### config.mk
export PLATFORM = sky130hd
export DESIGN_NAME = pe_feeder_flat
export DESIGN_NICKNAME = d
export VERILOG_FILES = /design/src/rtl/pe_feeder_pkg.sv /design/src/rtl/pe_feeder_if.sv /design/src/rtl/pe_feeder_feed_pipe.sv /design/src/rtl/pe_feeder.sv /design/src/flat_wrapper.sv
export SDC_FILE = /design/constraint.sdc
export NUM_CORES = 1
export LEC_CHECK = 0
export BUFFER_PORTS_ARGS = -buffer_cell sky130_fd_sc_hd__buf_2
export CAP_MARGIN = 15
export CORE_MARGIN = 3
export CORE_UTILIZATION = 45
export DETAILED_ROUTE_END_ITERATION = 8
export HOLD_SLACK_MARGIN = 0.15
export PLACE_DENSITY_LB_ADDON = 0.05
export SYNTH_ARGS = -nofsm -noshare
export SYNTH_HDL_FRONTEND = slang
export SYNTH_SLANG_ARGS = --single-unit
### constraint.sdc
create_clock -name clk -period 4 [get_ports clk]
set_clock_uncertainty 0.05 [all_clocks]
set_input_delay 0.2 -clock clk [delete_from_list [all_inputs] [get_ports clk]]
set_output_delay 0.2 -clock clk [all_outputs]
set_load 0.01 [all_outputs]
### src/rtl/pe_feeder_pkg.sv
// Shared types and constants for the PE weight/iact feeder.
package pe_feeder_pkg;

    typedef enum logic [1:0] {
        IDLE  = 2'd0,
        FILL  = 2'd1,
        RUN   = 2'd2,
        DRAIN = 2'd3
    } state_t;

    // Memory read latency and total strobe-to-output latency.
    localparam int MEM_LAT = 1;
    localparam int OUT_LAT = 2;

    // Side-band flags that travel with each iact.
    typedef struct packed {
        logic bank;
        logic last;
    } iact_tag_t;

endpackage

### src/rtl/pe_feeder_if.sv
// Memory and PE-side bus of the feeder; master is the feeder itself.
interface pe_feeder_if #(
    parameter int N   = 16,
    parameter int AW  = 8,
    parameter int MAW = 16
);
    logic           start;
    logic [AW:0]    fan_in;
    logic [7:0]     num_neurons;
    logic           wmem_rd;
    logic [MAW-1:0] wmem_addr;
    logic [N-1:0]   wmem_data;
    logic           amem_rd;
    logic [AW-1:0]  amem_addr;
    logic [N-1:0]   amem_data;
    logic           pe_ready;
    logic [N-1:0]   weight;
    logic           weight_valid;
    logic           weight_bank;
    logic [N-1:0]   iact;
    logic           iact_valid;
    logic           read_bank;
    logic           neuron_last;
    logic           busy;
    logic           done;

    modport master (
        input  start, fan_in, num_neurons, wmem_data, amem_data, pe_ready,
        output wmem_rd, wmem_addr, amem_rd, amem_addr, weight, weight_valid,
               weight_bank, iact, iact_valid, read_bank, neuron_last, busy, done
    );

    modport slave (
        output start, fan_in, num_neurons, wmem_data, amem_data, pe_ready,
        input  wmem_rd, wmem_addr, amem_rd, amem_addr, weight, weight_valid,
               weight_bank, iact, iact_valid, read_bank, neuron_last, busy, done
    );
endinterface

### src/rtl/pe_feeder_feed_pipe.sv
// Two-stage valid/tag/data delay line: strobe and tag enter at stage 0,
// memory data is picked up one cycle later, everything leaves registered.
module feed_pipe
    import pe_feeder_pkg::*;
#(
    parameter int W  = 16,
    parameter int TW = 1
) (
    input  logic          clk,
    input  logic          rst,
    input  logic          in_vld,
    input  logic [TW-1:0] in_tag,
    input  logic [W-1:0]  mem_data,
    output logic          out_vld,
    output logic [TW-1:0] out_tag,
    output logic [W-1:0]  out_data
);
    logic [OUT_LAT:1]         vld_pipe;
    logic [OUT_LAT:1][TW-1:0] tag_pipe;
    logic [W-1:0]             data_q;

    // Shift valid and tag; capture memory data as it lands, zero otherwise.
    always_ff @(posedge clk or negedge rst) begin
        if (!rst) begin
            vld_pipe <= '0;
            tag_pipe <= '0;
            data_q   <= '0;
        end else begin
            vld_pipe <= {vld_pipe[OUT_LAT-1:1], in_vld};
            tag_pipe <= {tag_pipe[OUT_LAT-1:1], in_tag};
            data_q   <= vld_pipe[MEM_LAT] ? mem_data : '0;
        end
    end

    assign out_vld  = vld_pipe[OUT_LAT];
    assign out_tag  = tag_pipe[OUT_LAT];
    assign out_data = data_q;
endmodule

### src/rtl/pe_feeder.sv
// Streams one MLP layer into a PE: weights into ping-pong banks, iacts per
// neuron, with the next neuron's weights loading under the current iacts.
module pe_feeder
    import pe_feeder_pkg::*;
#(
    parameter int N   = 16,
    parameter int AW  = 8,
    parameter int MAW = 16
) (
    input logic         clk,
    input logic         rst,
    pe_feeder_if.master bus
);
    state_t         state, state_nx;
    logic [AW:0]    fan_q, fan_m1, wi, ai;
    logic [7:0]     nn_q, ncnt;
    logic [MAW-1:0] base;
    logic           wact, rbank, wbank, dcnt;
    logic           w_issue, w_last, w_fin, a_issue, a_last, a_fin;
    logic           last_n, bound, nxt_load;
    iact_tag_t      a_tag, o_tag;

    assign fan_m1  = fan_q - (AW+1)'(1);
    assign w_issue = (state == FILL) || (state == RUN && wact);
    assign w_last  = (wi == fan_m1);
    // A load counts as finished while its last word issues, except a
    // one-word load, which must be seen complete first: one bubble per
    // neuron at fan_in=1, none otherwise.
    assign w_fin   = !wact || (w_issue && w_last && wi != '0);
    assign a_issue = (state == RUN) && (ai != fan_q) && bus.pe_ready;
    assign a_last  = (ai == fan_m1);
    assign a_fin   = (ai == fan_q) || (a_issue && a_last);
    assign last_n  = (ncnt == nn_q - 8'd1);
    assign bound   = (state == RUN) && a_fin && w_fin && !last_n;
    // After the flip, neuron ncnt+2 needs loading if it exists.
    assign nxt_load = ({1'b0, ncnt} + 9'd2) < {1'b0, nn_q};

    // State register.
    always_ff @(posedge clk or negedge rst) begin
        if (!rst) state <= IDLE;
        else      state <= state_nx;
    end

    // Next-state logic.
    always_comb begin
        state_nx = state;
        unique case (state)
            IDLE:    if (bus.start) state_nx = FILL;
            FILL:    if (w_last) state_nx = RUN;
            RUN:     if (a_issue && a_last && last_n) state_nx = DRAIN;
            DRAIN:   if (dcnt) state_nx = IDLE;
            default: state_nx = IDLE;
        endcase
    end

    // Counters, address base and bank pointers for both engines.
    always_ff @(posedge clk or negedge rst) begin
        if (!rst) begin
            fan_q <= '0; nn_q <= '0; base <= '0; wi <= '0; ai <= '0;
            ncnt  <= '0; wact <= 1'b0; rbank <= 1'b0; wbank <= 1'b0; dcnt <= 1'b0;
        end else begin
            if (state == IDLE && bus.start) begin
                fan_q <= bus.fan_in; nn_q <= bus.num_neurons;
                base  <= '0; wi <= '0; ai <= '0; ncnt <= '0;
                wact  <= 1'b0; rbank <= 1'b0; wbank <= 1'b0;
            end
            if (w_issue) begin
                if (w_last) begin
                    wi   <= '0;
                    base <= base + MAW'(fan_q);
                    wact <= 1'b0;
                end else begin
                    wi <= wi + (AW+1)'(1);
                end
            end
            if (state == FILL && w_last) begin
                rbank <= 1'b0;
                wbank <= 1'b1;
                wact  <= (nn_q > 8'd1);
            end
            if (a_issue) ai <= ai + (AW+1)'(1);
            if (bound) begin
                rbank <= ~rbank;
                wbank <= ~wbank;
                ncnt  <= ncnt + 8'd1;
                ai    <= '0;
                wi    <= '0;
                wact  <= nxt_load;
            end
            dcnt <= (state == DRAIN) ? ~dcnt : 1'b0;
        end
    end

    // Strobes, addresses and status decoded from state.
    always_comb begin
        bus.wmem_rd   = w_issue;
        bus.wmem_addr = w_issue ? base + MAW'(wi) : '0;
        bus.amem_rd   = a_issue;
        bus.amem_addr = a_issue ? ai[AW-1:0] : '0;
        bus.busy      = (state != IDLE);
        bus.done      = (state == DRAIN) && dcnt;
    end

    assign a_tag = '{bank: a_issue & rbank, last: a_issue & a_last};

    feed_pipe #(.W(N), .TW(1)) u_wpipe (
        .clk      (clk),
        .rst      (rst),
        .in_vld   (w_issue),
        .in_tag   (w_issue & wbank),
        .mem_data (bus.wmem_data),
        .out_vld  (bus.weight_valid),
        .out_tag  (bus.weight_bank),
        .out_data (bus.weight)
    );

    feed_pipe #(.W(N), .TW($bits(iact_tag_t))) u_apipe (
        .clk      (clk),
        .rst      (rst),
        .in_vld   (a_issue),
        .in_tag   (a_tag),
        .mem_data (bus.amem_data),
        .out_vld  (bus.iact_valid),
        .out_tag  (o_tag),
        .out_data (bus.iact)
    );

    assign bus.read_bank   = o_tag.bank;
    assign bus.neuron_last = o_tag.last;
endmodule

### src/flat_wrapper.sv
// flat-port wrapper written by rule: the top's interface ports become plain ports
module pe_feeder_flat import pe_feeder_pkg::*;
#(
    parameter int N   = 16,
    parameter int AW  = 8,
    parameter int MAW = 16
)
  (clk, rst, bus_start, bus_fan_in, bus_num_neurons, bus_wmem_data, bus_amem_data, bus_pe_ready, bus_wmem_rd, bus_wmem_addr, bus_amem_rd, bus_amem_addr, bus_weight, bus_weight_valid, bus_weight_bank, bus_iact, bus_iact_valid, bus_read_bank, bus_neuron_last, bus_busy, bus_done);
  pe_feeder_if #(.N(N), .AW(AW), .MAW(MAW)) bus_i ();
  input logic clk;
  input logic rst;
  input wire logic [$bits(bus_i.start)-1:0] bus_start;
  input wire logic [$bits(bus_i.fan_in)-1:0] bus_fan_in;
  input wire logic [$bits(bus_i.num_neurons)-1:0] bus_num_neurons;
  input wire logic [$bits(bus_i.wmem_data)-1:0] bus_wmem_data;
  input wire logic [$bits(bus_i.amem_data)-1:0] bus_amem_data;
  input wire logic [$bits(bus_i.pe_ready)-1:0] bus_pe_ready;
  output wire logic [$bits(bus_i.wmem_rd)-1:0] bus_wmem_rd;
  output wire logic [$bits(bus_i.wmem_addr)-1:0] bus_wmem_addr;
  output wire logic [$bits(bus_i.amem_rd)-1:0] bus_amem_rd;
  output wire logic [$bits(bus_i.amem_addr)-1:0] bus_amem_addr;
  output wire logic [$bits(bus_i.weight)-1:0] bus_weight;
  output wire logic [$bits(bus_i.weight_valid)-1:0] bus_weight_valid;
  output wire logic [$bits(bus_i.weight_bank)-1:0] bus_weight_bank;
  output wire logic [$bits(bus_i.iact)-1:0] bus_iact;
  output wire logic [$bits(bus_i.iact_valid)-1:0] bus_iact_valid;
  output wire logic [$bits(bus_i.read_bank)-1:0] bus_read_bank;
  output wire logic [$bits(bus_i.neuron_last)-1:0] bus_neuron_last;
  output wire logic [$bits(bus_i.busy)-1:0] bus_busy;
  output wire logic [$bits(bus_i.done)-1:0] bus_done;
  assign bus_i.start = bus_start;
  assign bus_i.fan_in = bus_fan_in;
  assign bus_i.num_neurons = bus_num_neurons;
  assign bus_i.wmem_data = bus_wmem_data;
  assign bus_i.amem_data = bus_amem_data;
  assign bus_i.pe_ready = bus_pe_ready;
  assign bus_wmem_rd = bus_i.wmem_rd;
  assign bus_wmem_addr = bus_i.wmem_addr;
  assign bus_amem_rd = bus_i.amem_rd;
  assign bus_amem_addr = bus_i.amem_addr;
  assign bus_weight = bus_i.weight;
  assign bus_weight_valid = bus_i.weight_valid;
  assign bus_weight_bank = bus_i.weight_bank;
  assign bus_iact = bus_i.iact;
  assign bus_iact_valid = bus_i.iact_valid;
  assign bus_read_bank = bus_i.read_bank;
  assign bus_neuron_last = bus_i.neuron_last;
  assign bus_busy = bus_i.busy;
  assign bus_done = bus_i.done;
  pe_feeder #(.N(N), .AW(AW), .MAW(MAW)) u_core (.clk(clk), .rst(rst), .bus(bus_i));
endmodule
# Word-level counts from Yosys, hierarchy flattened
# Cells that the tools add are included.
# totals
in_bits	53
latchBits	0
mem_count	0
reg_bits	107
mem_bits_rw	0
rom_bits	0
word_cells	104
# op_classes
order_cmp	2
n_div	0
n_reduce_logical	26
muxes	31
multipliers	0
addsub	8
shifts	0
n_bitwise	6
n_eq_ne	12
# op_table
operator	n
$mux 16	6
$mux 9	6
$add 16x9->16	2
$eq 9x9->1	3
$mux 8	3
$add 9x1->9 const B	2
$logic_and 1x1->1	13
$mux 1	11
$add 8x2->9 const B	1
$lt 9x8->1	1
$ne 9x9->1	1
$reduce_bool 3->1	3
$reduce_bool 9->1	1
$sub 9x1->9 const B	1
$add 8x1->8 const B	1
$eq 8x8->1	1
$gt 8x1->1 const B	1
$mux 2	4
$pmux 2 s4	1
$sub 8x1->8 const B	1
$eq 2x2->1 const B	2
$ne 2x1->1 const B	2
$ne 2x2->1 const B	2
$reduce_and 4->1	1
other kinds (7)	15

# Depth between registers and ports, before layout
# Gate-level depths: netlist (run 1).
# logic_depth
word_depth	9
ltp_mapped	12
ltp_nobuf	11

# Modules after synthesis
# Synthesis (run 1) repeated with hierarchy kept, for this count alone.
# hier_totals
cells_unflattened	736
hier_area_um2	6595.1
# modules_own_cells
module	area_per_inst_um2	cells_per_inst	n_inst
pe_feeder	5276.3	658	1
feed_pipe (u_core.u_apipe)	691.9	41	1
feed_pipe (u_core.u_wpipe)	626.9	37	1

# Least setup slack after synthesis (run 1)
# OpenSTA, ideal clock, no wires.
# synth_path
kind	reg-to-reg
from	reg u_core.fan_q[1]
to	reg u_core.ncnt[4]
arrival_time_ns	2.596
stages_incl_launch_ff	11
path_slack_ns	1.236
setup_ns	0.118
path_buffers	0
path_cell_list	dfrtp_1 -> inv_1 -> ha_1 -> nor3b_4 -> nand3_1 -> xnor2_1 -> o21ai_4 -> o41ai_4 -> o211a_1 -> mux2_2 -> a21o_1
# synth_via
elab_chain_len	9
# synth_lines
item	line_no	source
from (decl)	pe_feeder.sv:15	logic [AW:0] fan_q, fan_m1, wi, ai;
from (signal assigned)	pe_feeder.sv:63	fan_q <= bus.fan_in; nn_q <= bus.num_neurons;
branches (longest 6 deep; another with $sub 9x1->9)	--	
$logic_and 1x1->1 * (2 in series)	pe_feeder.sv:34	assign bound = (state == RUN) && a_fin && w_fin && !last_n;
$mux 8 / $reduce_bool 2->1 (equally long branches)	--	
to (signal assigned)	pe_feeder.sv:85	ncnt <= ncnt + 8'd1;
to (decl)	pe_feeder.sv:16	logic [7:0] nn_q, ncnt;
# Every way passes the cells marked *.
# A chain may end at the register's enable or synchronous reset.

# Worst setup path in the final report (run 1)
# layout_path
from	reg u_core.wi[1]
to	out bus_wmem_addr[13]
# layout_via
elab_chain_len	2
# layout_lines
item	line_no	source
from (decl)	pe_feeder.sv:15	
from (signal assigned)	pe_feeder.sv:73	wi <= wi + (AW+1)'(1);
$add 16x9->16	pe_feeder.sv:97	bus.wmem_addr = w_issue ? base + MAW'(wi) : '0;
$mux 16	pe_feeder.sv:97	
to (decl)	flat_wrapper.sv:19	output wire logic [$bits(bus_i.wmem_addr)-1:0] bus_wmem_addr;
# Every way passes these cells.

==> impl_metrics.toml, run 1 <==
[clock_tree]
cts.clk_slew.worst_paths_ns = 0.07
clock_sinks = 107
post_cts_buffers = 0
cts_buffer_depth = 2
root_buffer = "clkbuf_16"
ctsResizeCount = 0
cts_tree = "done"
cts_made_buffers = 9
cts-htree-levels = 3
clock_latency_ns = 0.36

[power]
seq_power_share = 0.376
p_leak_nw = 3.89
power_density_nw_per_um2 = 569
p_switching_mw = 1.87
internal_power_mw = 2.61
power_frac_comb = 0.432
pwr-share-clk = 0.192
ir_drop_uv = 469
switching_share = 0.417

[timing]
slew_headroom = 0.314
setup_tns_ns = 0
layout_min_cycle_time_ns = 3.54
fmax_mhz = 282
drv_slew = 0
grt_setup_unrepaired = "no"
finalHoldViolCount = 0
min_period_over_period = 0.885
worst_pin_slew_ns = 1.03
setup_viol = 0

[placement]
port-buffer-count = 117
gp_congestion = 0.846
placed_cell_area_um2 = 7100
dp_hpwl_um = 11500

[setup_path]
crit_path_max_fanout = 6
crit_slowest_cell = "a2111oi_0"
worstSetupPathType = "reg -> out"
crit_path_start_kind = "flop"
end_kind = "output port"
required_ns = 3.75
max_stage_delay_ns = 0.76
path_cells = "ha_1 -> a21o_1 -> a21oi_1 -> o21bai_1 -> a2111oi_0 -> o31ai_1 -> nand4_1 -> xor2_1 -> nor2_1 -> buf_2"
cp.arrival_ns = 3.29

[outcome]
status = "complete, no violations"

[routing]
vias_per_cell = 5.31
antenna_left = 0
wirelength_um = 15800
wl_per_cell_um = 15.5
drt_drc_violations_left = 0
drtIter0Drc = 349
vias = 5423
first_pass_iters = 5

[synthesis]
synth_seq_area_share = 0.421
yosys_warnings = 0
ys_types = 69
ys_seq_elements = 107
syn_area_um2 = 6370
postSynth.asyncResetShare = 1.00
synth_ff_type = "dfrtp_1"
syn_avg_cell_area_um2 = 9.27
synth_edf_count = 0
syn-num-nets = 781
syn_inst = 687

[cells_and_area]
layout_common_cells = "buf_2, dfrtp_1, nand2_1"
fin_util = 0.581
area_growth_pct = 23.7
nFillCells = 1205
diodes = 0
final_common_cell = "buf_2"
fin_nets = 935
stdcell_area_um2 = 7880
drive_above_1_share = 0.188

[floorplanning]
core_region_area_um2 = 13600
core.rowCount = 42
die_x_um = 125
chipHeight_um = 125
start_util = 0.470
die_area_um2 = 15600
num_io_pins = 118

[grt]
grt_max_degree = 82
grt_usage = 0.207
grt_pass1_vias = 5431
grt_pass1_wl_um = 26900
grt_remaining_overflow = 0
antenna_found_initial = 0

[run]
maxCapViolCount = 0

[hold_path]
hp-class = "reg -> reg"
-- what timing repair did --
action | in CTS | in global routing
endpoints found under the setup margin | 0 | 0
hold buffers | 50 | 0
hold endpoints to repair | 129 | 0
-- final cells by class --
| cell class | instances | area, µm² | area share |
|---|---|---|---|
| multi-input cells | 515 | 3430 | 0.435 |
| flip-flops and latches | 107 | 2680 | 0.340 |
| repair buffers | 175 | 1150 | 0.146 |
| clock buffers | 9 | 225 | 0.0286 |
| well taps | 176 | 220 | 0.0279 |
| inverters | 33 | 124 | 0.0157 |
| clock inverters | 6 | 55.1 | 0.00699 |
-- registers in the layout (all words and copies together) (netlist names), 8 cells and up --
| signal | count |
|---|---|
| u_core.base | 16 |
| u_core.u_wpipe.out_data | 16 |
| u_core.ncnt | 8 |
| u_core.nn_q | 8 |
| u_core.wi | 9 |
| u_core.u_apipe.out_data | 16 |
| u_core.ai | 9 |
| u_core.fan_q | 9 |
-- power by group through the flow --
stage,sequential [mW],clock (mW),combinational [mW]
final,1.69,0.859,1.94
after CTS,1.69,0.884,1.95
after global routing,1.73,0.923,2.20
after detailed placement,1.70,0,1.90
after floorplan,1.58,0,1.48
after global placement,1.69,0,1.86
-- logic make-up (layout without fill, tap and decap cells) --
kind of cell | count (synthesis) | after routing | share of synthesized area
compound gates | 138 | 138 | 0.142
xor+xnor | 59 | 59 | 0.0812
fa+ha+maj | 41 | 41 | 0.0829
buf+inv | 65 | 223 | 0.0421
flops | 107 | 107 | 0.421
mux | 9 | 9 | 0.0155
simple gates | 268 | 268 | 0.216
-- cells in the mapped netlist, types with 2 or more instances --
cell type | n | area (µm²)
a211oi_1 | 3 | 22.5
o2111ai_1 | 2 | 17.5
a21o_1 | 3 | 22.5
or2_2 | 2 | 12.5
a21oi_1 | 30 | 150
buf_2 | 6 | 30.0
clkbuf_1 | 21 | 78.8
xor2_1 | 27 | 236
dfrtp_1 | 107 | 2680
o311a_1 | 5 | 50.1
nor2b_1 | 8 | 50.1
buf_4 | 2 | 15.0
o21ai_0 | 50 | 250
xnor2_1 | 32 | 280
nand3b_1 | 4 | 30.0
nand2_1 | 71 | 267
nand4_1 | 2 | 12.5
mux2i_1 | 5 | 50.1
nand2b_1 | 4 | 25.0
nand3_1 | 30 | 150
a311oi_1 | 2 | 17.5
ha_1 | 39 | 488
o21a_1 | 5 | 37.5
or3_1 | 4 | 25.0
and2_1 | 45 | 282
nor4_1 | 5 | 31.3
mux2_2 | 3 | 33.8
o211ai_1 | 2 | 15.0
a21boi_0 | 2 | 15.0
fa_1 | 2 | 40.0
inv_1 | 32 | 120
a32o_1 | 2 | 20.0
a31oi_1 | 9 | 56.3
a41oi_1 | 3 | 26.3
and3_1 | 13 | 81.3
o31ai_1 | 4 | 30.0
nor2_1 | 54 | 203
o21bai_1 | 3 | 22.5
nor3_1 | 14 | 70.1
-- critical path: cells and delay by family (launching register included) --
family,cells,cell delay (ns)
AO/OA/AOI/OAI,5,1.55
buffers and inverters,1,0.15
adder cells (fa/ha/maj),1,0.32
XOR/XNOR,1,0.16
AND/OR/NAND/NOR,2,0.25
flip-flops,1,0.49
-- routing by layer --
layer  GRT usage  vias to the layer above  share of wire
met1       0.282                     2571           0.47
li1            -                     2684              -
met5           0                        -              0
met2       0.340                      151           0.46
met4      0.0593                        0          0.015
met3      0.0388                       17          0.051
-- worst paths after layout --
check,startpoint,endpoint,slack (ns),cells past startpoint
max in group asynchronous,rst,u_core.nn_q[2],2.44,3
setup reg to reg,u_core.fan_q[1],u_core.ncnt[3],0.65,11
setup / recovery,u_core.wi[1],bus_wmem_addr[13],0.46,10
hold / removal,u_core.u_wpipe.tag_pipe[0],u_core.u_wpipe.out_tag,0.31,0
hold reg to reg,u_core.u_wpipe.tag_pipe[0],u_core.u_wpipe.out_tag,0.31,0
min in group asynchronous,rst,u_core.u_wpipe.out_data[5],0.51,2
-- through the flow --
stage	power, mW	setup slack, ns	instances	hold WS, ns
after floorplan	3.06	1.24	687	-0.146
after global placement	3.55	0.796	956	0.283
after detailed placement	3.60	0.667	956	0.293
after CTS	4.52	0.382	1021	0.306
after global routing	4.85	0.142	1021	0.318
final	4.48	0.459	1021	0.306
Note: power is estimated with default switching activity, not from simulation.
==> inputs of run 2 (changes only) <==
--- a/config.mk
+++ b/config.mk
@@ -5,6 +5,7 @@
 export SDC_FILE = /design/constraint.sdc
 export NUM_CORES = 1
 export LEC_CHECK = 0
+export ABC_AREA = 1
 export BUFFER_PORTS_ARGS = -buffer_cell sky130_fd_sc_hd__buf_2
 export CAP_MARGIN = 15
 export CORE_MARGIN = 3
==> run 2 against run 1 <==
- synthesized cell count grew 29%
- final cell count grew 20%
- global-route usage grew 1.2 points
- sequential share of layout area shrank 1.3 points
- count of clock-buffer cells in the layout grew 1
- first-iteration DRC count grew 14%
- utilization shrank 0.37 points
- design area grew 4.1%
- non-clock buffer count shrank 2
- sequential power shrank 31%
- critical path type is now reg -> reg
==> impl_metrics.toml, run 2 <==
[setup_path]
required_ns = 4.19
r2r_end = "u_core.base[13]"
r2r_slack_ns = 0.83
reg2regPathDepth = 15
r2r_start = "u_core.fan_q[0]"
crit_path_max_fanout = 12
cp.arrival_ns = 3.37
crit_path_start_kind = "flop"
end_kind = "flop"
worstSetupPathType = "reg -> reg"

[synthesis]
synth_seq_area_share = 0.401
yosys-top-cells-count = "nand2_1, inv_1, dfrtp_1, nor2_1, nand3_1"
synth_top_area_share = 0.401
syn_avg_cell_area_um2 = 7.52
ys_seq_elements = 107
yosysTopAreaCell = "dfrtp_1"
synth_edf_count = 0
syn-num-nets = 981
syn_area_um2 = 6670
synth_ff_type = "dfrtp_1"
syn_inst = 887
yosys_warnings = 0
ys_types = 46
postSynth.asyncResetShare = 1.00
synth_area_leaders = "dfrtp_1, nand2_1, ha_1, inv_1, nand3_1"
yosysMostFrequentCell = "nand2_1"

[clock_tree]
post_cts_buffers = 0
cts-htree-levels = 3
cts_buffer_depth = 2
cts.clk_slew.worst_paths_ns = 0.07
clock_latency_ns = 0.36
root_buffer = "clkbuf_16"
clock_sinks = 107
cts_tree = "done"
cts_made_buffers = 9

[routing]
wl_per_cell_um = 14.4
vias_per_cell = 4.99
drt_drc_violations_left = 0
wirelength_um = 17800
antenna_left = 0
drtIter0Drc = 399
first_pass_iters = 5
vias = 6141

[grt]
grt_remaining_overflow = 0
use_met1 = 0.317
use_met3 = 0.0358
grt_usage = 0.219
grt-busiest-layer = "met2"
grt_pass1_vias = 5685
gr-usage-met2 = 0.348
grt_pass1_wl_um = 28900
grt_max_degree = 108
antenna_found_initial = 0

[hold_path]
holdPathEnd = "u_core.u_apipe.out_tag[0]"
hp-start = "u_core.u_apipe.tag_pipe[0]"
hp-class = "reg -> reg"
hold_path_depth = 0

[floorplanning]
chipHeight_um = 128
die_x_um = 128
num_io_pins = 118
core_region_area_um2 = 14200
core.rowCount = 43
die_area_um2 = 16300
start_util = 0.470

[timing]
min_period_over_period = 0.793
worst_pin_slew_ns = 0.589
setup_viol = 0
fmax_mhz = 315
drv_slew = 0
setup_tns_ns = 0
layout_min_cycle_time_ns = 3.17
finalHoldViolCount = 0
slew_headroom = 0.606
grt_setup_unrepaired = "no"

[outcome]
status = "complete, no violations"

[cells_and_area]
final_common_cell = "nand2_1"
fin_nets = 1139
area_growth_pct = 22.9
drive_above_1_share = 0.149
layout_common_cells = "nand2_1, inv_1, buf_2"
diodes = 0

[power]
p_leak_nw = 4.34
power_mw = 2.31
power_density_nw_per_um2 = 282
ir_drop_uv = 202

[placement]
dp_hpwl_um = 12900
port-buffer-count = 117
gp_congestion = 0.910

[run]
maxCapViolCount = 0
run 2: cell types whose count changed after synthesis, moves of 14 or more:
cell and delta:
and2_1 -44, inv_1 +85, nand2_1 +147, nand3_1 +37, nand4_1 +14, nor2_1 +22
o21ai_1 +17, xnor2_1 -18
run 2: how the worst max path moves through the flow:
stage,end,startpoint,slack (ns),cells after the start
6_report,u_core.base[13],u_core.fan_q[0],0.83,15
4_1_cts,u_core.base[13],u_core.fan_q[1],0.86,15
5_1_grt,u_core.base[13],u_core.fan_q[0],0.41,15
2_1_floorplan,u_core.wbank,u_core.fan_q[0],1.82,16
3_3_place_gp,u_core.wact,u_core.fan_q[1],0.89,15
3_5_place_dp,u_core.base[13],u_core.fan_q[1],0.86,15
run 2: report_power, final:
group	total, mW	switching (mW)	internal (mW)
clock	0.867	0.430	0.437
combinational	0.278	0.146	0.132
sequential	1.17	0.0455	1.12
run 2: final cells by class:
cell class,count,area (µm²)
flip-flops and latches,107,2680
inverters,126,473
multi-input cells,628,3390
clock buffers,10,229
repair buffers,173,1150
clock inverters,6,56.3
well taps,180,225
fillers,1356,6000
run 2: critical path, cell delays in order (launching register included):
cell	delay (ns)
dfrtp_1	0.45
inv_1	0.19
ha_1	0.25
nand2_2	0.10
nor2_4	0.18
nand2_1	0.14
nand2_1	0.09
nand3_1	0.08
nand2_1	0.08
inv_1	0.05
nand3_1	0.45
clkinv_1	0.44
o21ai_0	0.28
nand2_1	0.07
o211ai_1	0.09
nand2_1	0.07
run 2: timing repair:
item / 4_1_cts / 5_1_grt
resized for setup: 0 / 0
hold buffers: 50 / 0
endpoints found under the hold margin: 156 / 0
run 2: logic make-up after synthesis:
kind of cell | count (synthesis) | share of synthesized area
simple gates | 404 | 0.258
compound gates | 140 | 0.115
flops | 107 | 0.401
buf+inv | 152 | 0.0900
fa+ha+maj | 41 | 0.0791
xor+xnor | 43 | 0.0564
run 2: routing by layer:
layer,part of all wire,vias up
li1,-,3162
met1,0.48,2808
met2,0.45,158
met3,0.055,13
met4,0.0084,0
met5,0,-
run 2: metrics by stage:
step,cell area [µm²],hold slack (ns),cells,utilization,setup slack [ns]
floorplan,6670,-0.146,887,-,1.82
global placement,7420,0.275,1164,0.522,0.891
detailed placement,7420,0.272,1164,0.522,0.857
CTS,8200,0.300,1230,0.577,0.859
global route,8200,0.312,1230,0.577,0.408
finish,8200,0.300,1230,0.577,0.826
